## src/rtl/fetch_pkg.sv

```systemverilog
// Shared constants and state encoding for the fetch sequencer and its tick generator.
package fetch_pkg;

    localparam int PC_W    = 8;
    localparam int INSTR_W = 8;

    localparam logic [PC_W-1:0] RESET_PC_DEFAULT = 8'h00;

    typedef enum logic [1:0] {
        IDLE  = 2'd0,
        FETCH = 2'd1,
        EXEC  = 2'd2,
        HALT  = 2'd3
    } state_e;

endpackage

```

## src/rtl/tick_gen.sv

```systemverilog
// Step tick source: a free divider, or a synchronized pushbutton edge when SINGLE_STEP_EN is defined.
module tick_gen #(
    parameter int unsigned DIV_COUNT = 32'd50000000
) (
    input  logic Clk_O,
    input  logic Reset,
    input  logic Enable,
`ifdef SINGLE_STEP_EN
    input  logic Step_Btn,
`endif
    output logic Tick
);

`ifdef SINGLE_STEP_EN
    // Two flops tame the asynchronous button; the third remembers the previous level.
    logic [2:0] btn_sync;

    // NOTE: sequential state uses non-blocking assignments so every flop samples pre-edge values.
    always_ff @(posedge Clk_O or negedge Reset) begin
        if (!Reset) begin
            btn_sync <= 3'b000;
        end else begin
            btn_sync <= {btn_sync[1:0], Step_Btn};
        end
    end

    assign Tick = Enable && btn_sync[1] && !btn_sync[2];
`else
    localparam logic [31:0] LAST = 32'(DIV_COUNT - 32'd1);

    logic [31:0] count;

    // NOTE: sequential state uses non-blocking assignments so every flop samples pre-edge values.
    always_ff @(posedge Clk_O or negedge Reset) begin
        if (!Reset) begin
            count <= '0;
        end else if (!Enable) begin
            count <= '0;
        end else if (count == LAST) begin
            count <= '0;
        end else begin
            count <= count + 32'd1;
        end
    end

    assign Tick = Enable && (count == LAST);
`endif

endmodule

```

## src/rtl/fetch_sequencer.sv

```systemverilog
// Program counter / instruction register sequencer for the 8-bit MIPS datapath.
// Optional pushbutton stepping is enabled with the SINGLE_STEP_EN macro.
module fetch_sequencer
    import fetch_pkg::*;
#(
    parameter int unsigned     DIV_COUNT = 32'd50000000,
    parameter logic [PC_W-1:0] RESET_PC  = RESET_PC_DEFAULT
) (
    input  logic               Clk_O,
    input  logic               Reset,
    input  logic               Run,
`ifdef SINGLE_STEP_EN
    input  logic               Step_Btn,
`endif
    input  logic [INSTR_W-1:0] Instruction,
    input  logic               Jump_En,
    input  logic [PC_W-1:0]    Jump_Address,
    output logic [PC_W-1:0]    PC,
    output logic [INSTR_W-1:0] IR,
    output logic               Exec_En,
    output logic               Halted
);

    state_e             state, state_next;
    logic [PC_W-1:0]    pc_next;
    logic [INSTR_W-1:0] ir_next;
    logic               tick;

    tick_gen #(
        .DIV_COUNT (DIV_COUNT)
    ) u_tick_gen (
        .Clk_O    (Clk_O),
        .Reset    (Reset),
        .Enable   (Run && (state == FETCH)),
`ifdef SINGLE_STEP_EN
        .Step_Btn (Step_Btn),
`endif
        .Tick     (tick)
    );

    // NOTE: every signal driven here gets a default first so no path can infer a latch.
    always_comb begin
        state_next = state;
        pc_next    = PC;
        ir_next    = IR;
        unique case (state)
            IDLE: begin
                if (Run) state_next = FETCH;
            end
            FETCH: begin
                if (tick) begin
                    ir_next    = Instruction;
                    state_next = EXEC;
                end
            end
            EXEC: begin
                // A jump to the current address is the program's halt idiom.
                if (Jump_En && (Jump_Address == PC)) begin
                    state_next = HALT;
                end else begin
                    pc_next    = Jump_En ? Jump_Address : PC + 8'd1;
                    state_next = FETCH;
                end
            end
            HALT: begin
                state_next = HALT;
            end
            default: state_next = IDLE;
        endcase
    end

    always_ff @(posedge Clk_O or negedge Reset) begin
        if (!Reset) begin
            state   <= IDLE;
            PC      <= RESET_PC;
            IR      <= '0;
            Exec_En <= 1'b0;
        end else begin
            state   <= state_next;
            PC      <= pc_next;
            IR      <= ir_next;
            Exec_En <= (state_next == EXEC);
        end
    end

    assign Halted = (state == HALT);

endmodule

```

## config.mk

```make
export PLATFORM = sky130hd
export DESIGN_NAME = fetch_sequencer
export DESIGN_NICKNAME = d
export VERILOG_FILES = /design/src/rtl/fetch_pkg.sv /design/src/rtl/tick_gen.sv /design/src/rtl/fetch_sequencer.sv
export SDC_FILE = /design/constraint.sdc
export NUM_CORES = 1
export LEC_CHECK = 0
export CAP_MARGIN = 10
export CORE_AREA = 3 3 109 111
export DETAILED_ROUTE_END_ITERATION = 10
export DIE_AREA = 0 0 112 114
export PLACE_DENSITY = 0.51
export REMOVE_ABC_BUFFERS = 1
export SLEW_MARGIN = 20
export SYNTH_ARGS = -nofsm -noshare
export SYNTH_HDL_FRONTEND = slang
export SYNTH_SLANG_ARGS = --single-unit
```

## constraint.sdc

```tcl
create_clock -name Clk_O -period 4.78 [get_ports Clk_O]
set_input_delay 0.478 -clock Clk_O [delete_from_list [all_inputs] [get_ports Clk_O]]
set_output_delay 0.478 -clock Clk_O [all_outputs]
set_load 0.1 [all_outputs]
```

==> reports/summary.txt, run 1 <==
Syn avg cell area - 9.59 um^2
Fillers - 1,140
RR Startpoint - u_tick_gen.count[16]
Worst hold path class - in -> async
Yosys top cell by area - dfrtp_1
Drc violations - 0
Hpwl dp - 4.32 mm
Layout area overhead - 22.5%
Cell Rows - 38
Fin crit period - 2.56 ns
DRT iter0 DRCs - 100
Worst skew pair latency - 0.31 ns
Per-cell routed wire length - 13.4 um
Post-CTS Hold Buffers - 0
Post-CTS resize count - 0
Peak Freq - 390 MHz
Pwr Total - 0.794 mW
# port buffers - 37
H-tree Lvls - 2
Hold Vio Cnt, Final - 0
Clk pin slew, worst setup/hold paths - 0.09 ns
N_diodes - 0
Fin. max-slew vios - 0
Crit Path Category - reg -> out
Clk root buf - clkbuf_8
Sinks on Clock Net - 51
Worst path required time - 4.30 ns
CTS tree - done
Antenna-violating nets left - 0
First-pass DRT Iterations - 5
Max VDD drop - 0.103 mV
Synth warn - 0
CTS Buf Count - 5
Die Y - 114 um
Drt via density - 4.81
CP Launch Type - register
Pwr/cell area - 236 nW/um^2
Maximum number of pins on one net before global-route repair - 52
Mapped Cells - 286
Leakage power - 1.36 nW
Worst slew pin tran - 0.985 ns
GRT Util Overall - 9.84%
First-pass GRT wire length - 10.6 mm
Die Width - 112 um
Finish-stage setup viols - 0
Final WS setup - 2.22 ns
Synth Cell Area - 2740 um^2
Fin Setup TNS - 0 ns
Post-CTS Setup Inserts - 0
Worst R2R End - u_tick_gen.count[3]
Hold_ws - 0.258 ns
Max incr delay on CP - 1.21 ns
Placement Setup Slack - 1.94 ns
Outcome - finished, final reports clean
Share of cells above drive strength 1 - 9.01%
Core ar. - 10,900 um^2
R2R depth - 5
Die area - 12,800 um^2
DR vias - 2,222
Cell breakdown of the critical path - clkdlybuf4s50_1
Final period util - 53.6%
Total grt overflow - 0
RSZ-0062 raised after global routing - false
CP Data Arrival Time - 2.08 ns
Worst-case clock skew - 0.0170 ns
CP Depth - 1
Area share of the largest cell type after synthesis - 46.5%
Sequential cell area fraction in the yosys report - 46.5%
Netlist cell types - 45
RD Place Congestion - 0.818
Net count, final - 343
Slowest CP cell - clkdlybuf4s50_1
Starting Density - 25.2%
Initial antenna violation count - 0
Critical path peak fanout - 12
I/O pin count - 38
Crit. End Element - output port
Crit path buf inv count - 1
Crit path max-delay family - buffers and inverters
MaxCap Viol Count - 0
Flop-to-flop setup slack - 2.34 ns
Clock Tree Buf Depth - 2
Synth Register Bits - 51
Max_slew headroom - 34.1%
Vias in the first global route - 2,149
Synth area leaders - dfrtp_1 47%, xor2_1 7.3%, nor2_1 5.3%
Final WL - 6.21 mm
## logic make-up (layout without fill, tap and decap cells)
family | after synthesis | count (layout) | share of synthesized area [%]
and+or+nand+nor | 136 | 136 | 25.9
muxes | 12 | 12 | 4.79
AOI/OAI and AO/OA | 35 | 35 | 8.71
xor gates and xnor gates | 32 | 32 | 10.2
buffers and inverters | 18 | 54 | 3.01
DFF | 51 | 51 | 46.5
adders and majority gates | 2 | 2 | 0.912
## layout make-up
cell class	count	area (um^2)	share of cell area [%]
sequential	51	1280	38.0
multi-input combinational	217	1390	41.2
timing repair buffer	40	388	11.5
clock buffer	5	68.8	2.05
tap	140	175	5.21
inverter	6	22.5	0.670
clock inverter	3	46.3	1.38
## worst max-delay path by stage
stage                       start    end  slack, ns
after floorplan             PC[5]  PC[0]       2.39
after global placement    Jump_En  PC[0]       1.98
after detailed placement  Jump_En  PC[0]       1.94
after CTS                   PC[5]  PC[5]       2.20
after global routing      Jump_En  PC[0]       2.06
final                       PC[5]  PC[5]       2.22
## metrics by stage
| step | instance area [um^2] | utilization (%) | cells |
|---|---|---|---|
| global route | 3360 | 30.9 | 462 |
| floorplan | 2680 | - | 274 |
| global placement | 3250 | 29.8 | 454 |
| finish | 3360 | 30.9 | 462 |
| CTS | 3360 | 30.9 | 462 |
| detailed placement | 3250 | 29.8 | 454 |
## report_power, final
group | total, mW | switching, mW | internal (mW)
clock | 0.312 | 0.154 | 0.158
sequential | 0.435 | 0.00226 | 0.433
combinational | 0.0467 | 0.0256 | 0.0211
total | 0.794 | 0.182 | 0.612
## sequential cells by signal (all words and copies together), names as in the netlist
| signal | flops |
|---|---|
| state | 2 |
| PC | 8 |
| Exec_En | 1 |
| IR | 8 |
| u_tick_gen.count | 32 |
## routing by layer
metal	share of wire (%)	track usage (%)
met4	0.34	1.92
met3	5.7	2.71
met5	0	0
met2	42	14.4
met1	51	14.6
## cell usage after synthesis
| cell type | count |
|---|---|
| o22ai_1 | 1 |
| nor2b_1 | 2 |
| and2_1 | 2 |
| a211o_1 | 3 |
| o22a_1 | 1 |
| o21bai_1 | 1 |
| xnor2_1 | 9 |
| nand3_2 | 2 |
| nor4b_2 | 1 |
| nor4_1 | 3 |
| mux2_2 | 9 |
| or4_4 | 2 |
| ha_1 | 2 |
| nor3b_1 | 1 |
| nor3_1 | 9 |
| or2_2 | 1 |
| o21ai_4 | 1 |
| o31ai_1 | 1 |
| mux2i_1 | 3 |
| xor2_1 | 23 |
| a21oi_1 | 6 |
| o211ai_1 | 3 |
| or4_1 | 1 |
| nor4bb_1 | 1 |
| nand4_1 | 14 |
| nand2_1 | 26 |
| o21ai_0 | 9 |
| nor2_1 | 39 |
| o2111ai_1 | 1 |
| and4_1 | 3 |
| a31oi_1 | 4 |
| or3_1 | 3 |
| nand2b_1 | 3 |
| nand4b_1 | 2 |
| dfrtp_1 | 51 |
| nor4b_1 | 1 |
| a311oi_1 | 2 |
| and3_1 | 6 |
| buf_6 | 2 |
| nand3_1 | 13 |
| o41ai_1 | 1 |
| clkbuf_1 | 10 |
| and3_2 | 1 |
| inv_1 | 6 |
| a41oi_1 | 1 |
## cells in the final DEF, fill, tap and decap left out, types with 9 or more instances in the layout
cell / synthesis / final
clkdlybuf4s50_1: 0 / 36
o21ai_0: 9 / 9
xnor2_1: 9 / 9
dfrtp_1: 51 / 51
nand4_1: 14 / 14
mux2_2: 9 / 9
xor2_1: 23 / 23
nand3_1: 13 / 13
nor3_1: 9 / 9
nor2_1: 39 / 39
nand2_1: 26 / 26
Power figures use the tool's default switching activity.
==> inputs of run 2 (changes only) <==
--- a/config.mk
+++ b/config.mk
@@ -9,7 +9,7 @@
 export CORE_AREA = 3 3 109 111
 export DETAILED_ROUTE_END_ITERATION = 10
 export DIE_AREA = 0 0 112 114
-export PLACE_DENSITY = 0.51
+export PLACE_DENSITY = 0.53
 export REMOVE_ABC_BUFFERS = 1
 export SLEW_MARGIN = 20
 export SYNTH_ARGS = -nofsm -noshare
==> constraint.sdc (replaced) <==
create_clock -name Clk_O -period 2.3 [get_ports Clk_O]
set_input_delay 0.23 -clock Clk_O [delete_from_list [all_inputs] [get_ports Clk_O]]
set_output_delay 0.23 -clock Clk_O [all_outputs]
set_load 0.1 [all_outputs]
==> reports/summary.txt, run 2 (same netlist as run 1, synthesis figures left out) <==
Placement Setup Slack - 0.105 ns (was 1.94 ns)
RR Startpoint - u_tick_gen.count[26] (was u_tick_gen.count[16])
P_int - 1.28 mW (was 0.612 mW)
First-pass GRT wire length - 10.9 mm (was 10.6 mm)
Worst slew pin tran - 0.564 ns (was 0.985 ns)
Worst path required time - 2.49 ns (was 4.30 ns)
Post-layout util - 31.7% (was 30.9%)
CTS Buf Count - 5 (unchanged)
Drc violations - 0 (unchanged)
First-pass DRT Iterations - 4 (was 5)
Die Y - 114 um (unchanged)
Slowest CP cell - or4_4 (was clkdlybuf4s50_1)
CP Launch Type - register (unchanged)
Vias in the first global route - 2,252 (was 2,149)
Antenna-violating nets left - 0 (unchanged)
Maximum number of pins on one net before global-route repair - 31 (was 52)
Crit Path Category - reg -> reg (was reg -> out)
Clock share of power - 39.2% (was 39.3%)
Finish-stage setup viols - 0 (unchanged)
Pwr/cell area - 483 nW/um^2 (was 236 nW/um^2)
Layout area overhead - 25.7% (was 22.5%)
Net Sw Frac - 23.0% (was 22.9%)
CTS tree - done (unchanged)
I/O pin count - 38 (unchanged)
H-tree Lvls - 2 (unchanged)
Worst-case clock skew - 0.0179 ns (was 0.0170 ns)
Crit path from - u_tick_gen.count[26] (was PC[5])
Outcome - finished, final reports clean (unchanged)
Peak Freq - 471 MHz
Fin crit period - 2.12 ns
Die area - 12,800 um^2 (unchanged)
Max incr delay on CP - 0.58 ns (was 1.21 ns)
Max FFs per register - 32 (unchanged)
Placed cells - 464 (was 454)
Cell breakdown of the critical path - or4_4 > or4_4 > o21ai_4 > buf_12 > nor2_1 (was clkdlybuf4s50_1)
Starting Density - 25.2% (unchanged)
Max VDD drop - 0.225 mV (was 0.103 mV)
Post-CTS Setup Inserts - 0 (unchanged)
Hold Vio Cnt, Final - 0 (unchanged)
Cell Rows - 38 (unchanged)
Critical path peak fanout - 23 (was 12)
CP most frequent cell - or4_4
Die Width - 112 um (unchanged)
Final WL - 6.43 mm (was 6.21 mm)
Top reg by flops - u_tick_gen.count (unchanged)
Sinks on Clock Net - 51 (unchanged)
Worst skew pair latency - 0.31 ns (about the same)
Pwr Total - 1.67 mW (was 0.794 mW)
Sequential power share - 54.4% (was 54.9%)
RD Place Congestion - 0.820 (was 0.818)
Clk pin slew, worst setup/hold paths - 0.11 ns (was 0.09 ns)
CP Data Arrival Time - 2.31 ns (was 2.08 ns)
Initial antenna violation count - 0 (unchanged)
Hpwl dp - 4.58 mm (was 4.32 mm)
Share of cells above drive strength 1 - 17.7% (was 9.01%)
Comb pwr share - 6.5% (was 5.9%)
Total grt overflow - 0 (unchanged)
DR vias - 2,234 (was 2,222)
Drt via density - 4.72 (was 4.81)
Final WS setup - 0.179 ns (was 2.22 ns)
DRT iter0 DRCs - 66 (was 100)
Per-cell routed wire length - 13.6 um (was 13.4 um)
Hold_ws - 0.451 ns (was 0.258 ns)
R2R depth - 5 (unchanged)
Worst hold path class - in -> async (unchanged)
Max_slew headroom - 62.4% (was 34.1%)
N_diodes - 0 (unchanged)
Final std cells w/o fill - 473 (was 462)
GRT Util Overall - 10.2% (was 9.84%)
Fillers - 1,114 (was 1,140)
RSZ-0062 raised after global routing - false (unchanged)
Biggest regs - u_tick_gen.count (32), IR (8), PC (8) (unchanged)
Net count, final - 354 (was 343)
MaxCap Viol Count - 0 (unchanged)
Final period util - 92.2%
Commonest non-fill, non-tap cell in the layout - dfrtp_1 (unchanged)
Core ar. - 10,900 um^2 (unchanged)
Psw - 0.383 mW (was 0.182 mW)
Clk root buf - clkbuf_8 (unchanged)
Fin. max-slew vios - 0 (unchanged)
Crit. End Element - register (was output port)
Clock Tree Buf Depth - 2 (unchanged)
Commonest cells after routing, fill and taps aside - 51 x dfrtp_1, 39 x nor2_1, 29 x buf_4 (was 51 x dfrtp_1, 39 x nor2_1, 36 x clkdlybuf4s50_1)
# port buffers - 37 (unchanged)
Leakage power - 1.46 nW (was 1.36 nW)
==> run 2: changes by cell type in the layout (fill, tap and decap cells not counted), sizes merged <==
| cell | previous run | this run |
|---|---|---|
| dlygate4sd3 | 0 | 1 |
| buf | 4 | 32 |
| clkinv | 0 | 1 |
| clkdlybuf4s50 | 36 | 18 |
| clkinvlp | 1 | 0 |
==> run 2: layout make-up <==
cell class | count | area, um^2 | share of cell area (%)
clock buffer | 5 | 68.8 | 2.00
multi-input combinational | 217 | 1410 | 40.7
clock inverter | 3 | 47.5 | 1.38
timing repair buffer | 51 | 453 | 13.1
inverter | 6 | 22.5 | 0.653
sequential | 51 | 1280 | 37.0
tap | 140 | 175 | 5.08
==> run 2: critical path, delay by kind of cell (launching register included) <==
kind            cells  cell delay (ns)
simple gates        3             1.20
flops               1             0.44
buf+inv             1             0.18
compound gates      1             0.17
==> run 2: path summary, 6_finish.rpt <==
path                       slack (ns)                   end
max                              0.18  u_tick_gen.count[24]
min                              0.45   u_tick_gen.count[9]
max reg2reg                      0.18  u_tick_gen.count[24]
min reg2reg                      0.50   u_tick_gen.count[0]
max in group asynchronous        1.28  u_tick_gen.count[11]
min in group Clk_O               0.50   u_tick_gen.count[0]
==> run 2: power groups by stage <==
stage          logic (mW)  clock network (mW)  registers (mW)
5_1_grt             0.121               0.712           0.906
3_5_place_dp        0.108                   0           0.923
4_1_cts             0.111               0.679           0.905
2_1_floorplan      0.0316                   0           0.922
3_3_place_gp        0.108                   0           0.923
6_report            0.108               0.653           0.905
==> run 2: routing by layer <==
layer  vias up  part of all wire, %  track usage [%]
li1       1106                    -                -
met1      1068                   48             13.6
met2        55                   46             17.1
met3         5                  5.0             2.44
met4         0                 0.72             2.00
met5         -                    0                0
==> run 2: per-stage QoR <==
stage               TNS (ns)  cell area, um^2
floorplan             -0.356             2680
global placement           0             3300
detailed placement         0             3300
CTS                        0             3430
global route               0             3450
finish                     0             3450
==> run 2: timing repair <==
item | in CTS | in global routing
hold endpoints to repair | 21 | 0
resized for setup | 0 | 3
hold buffers | 1 | 0
endpoints found under the setup margin | 0 | 8
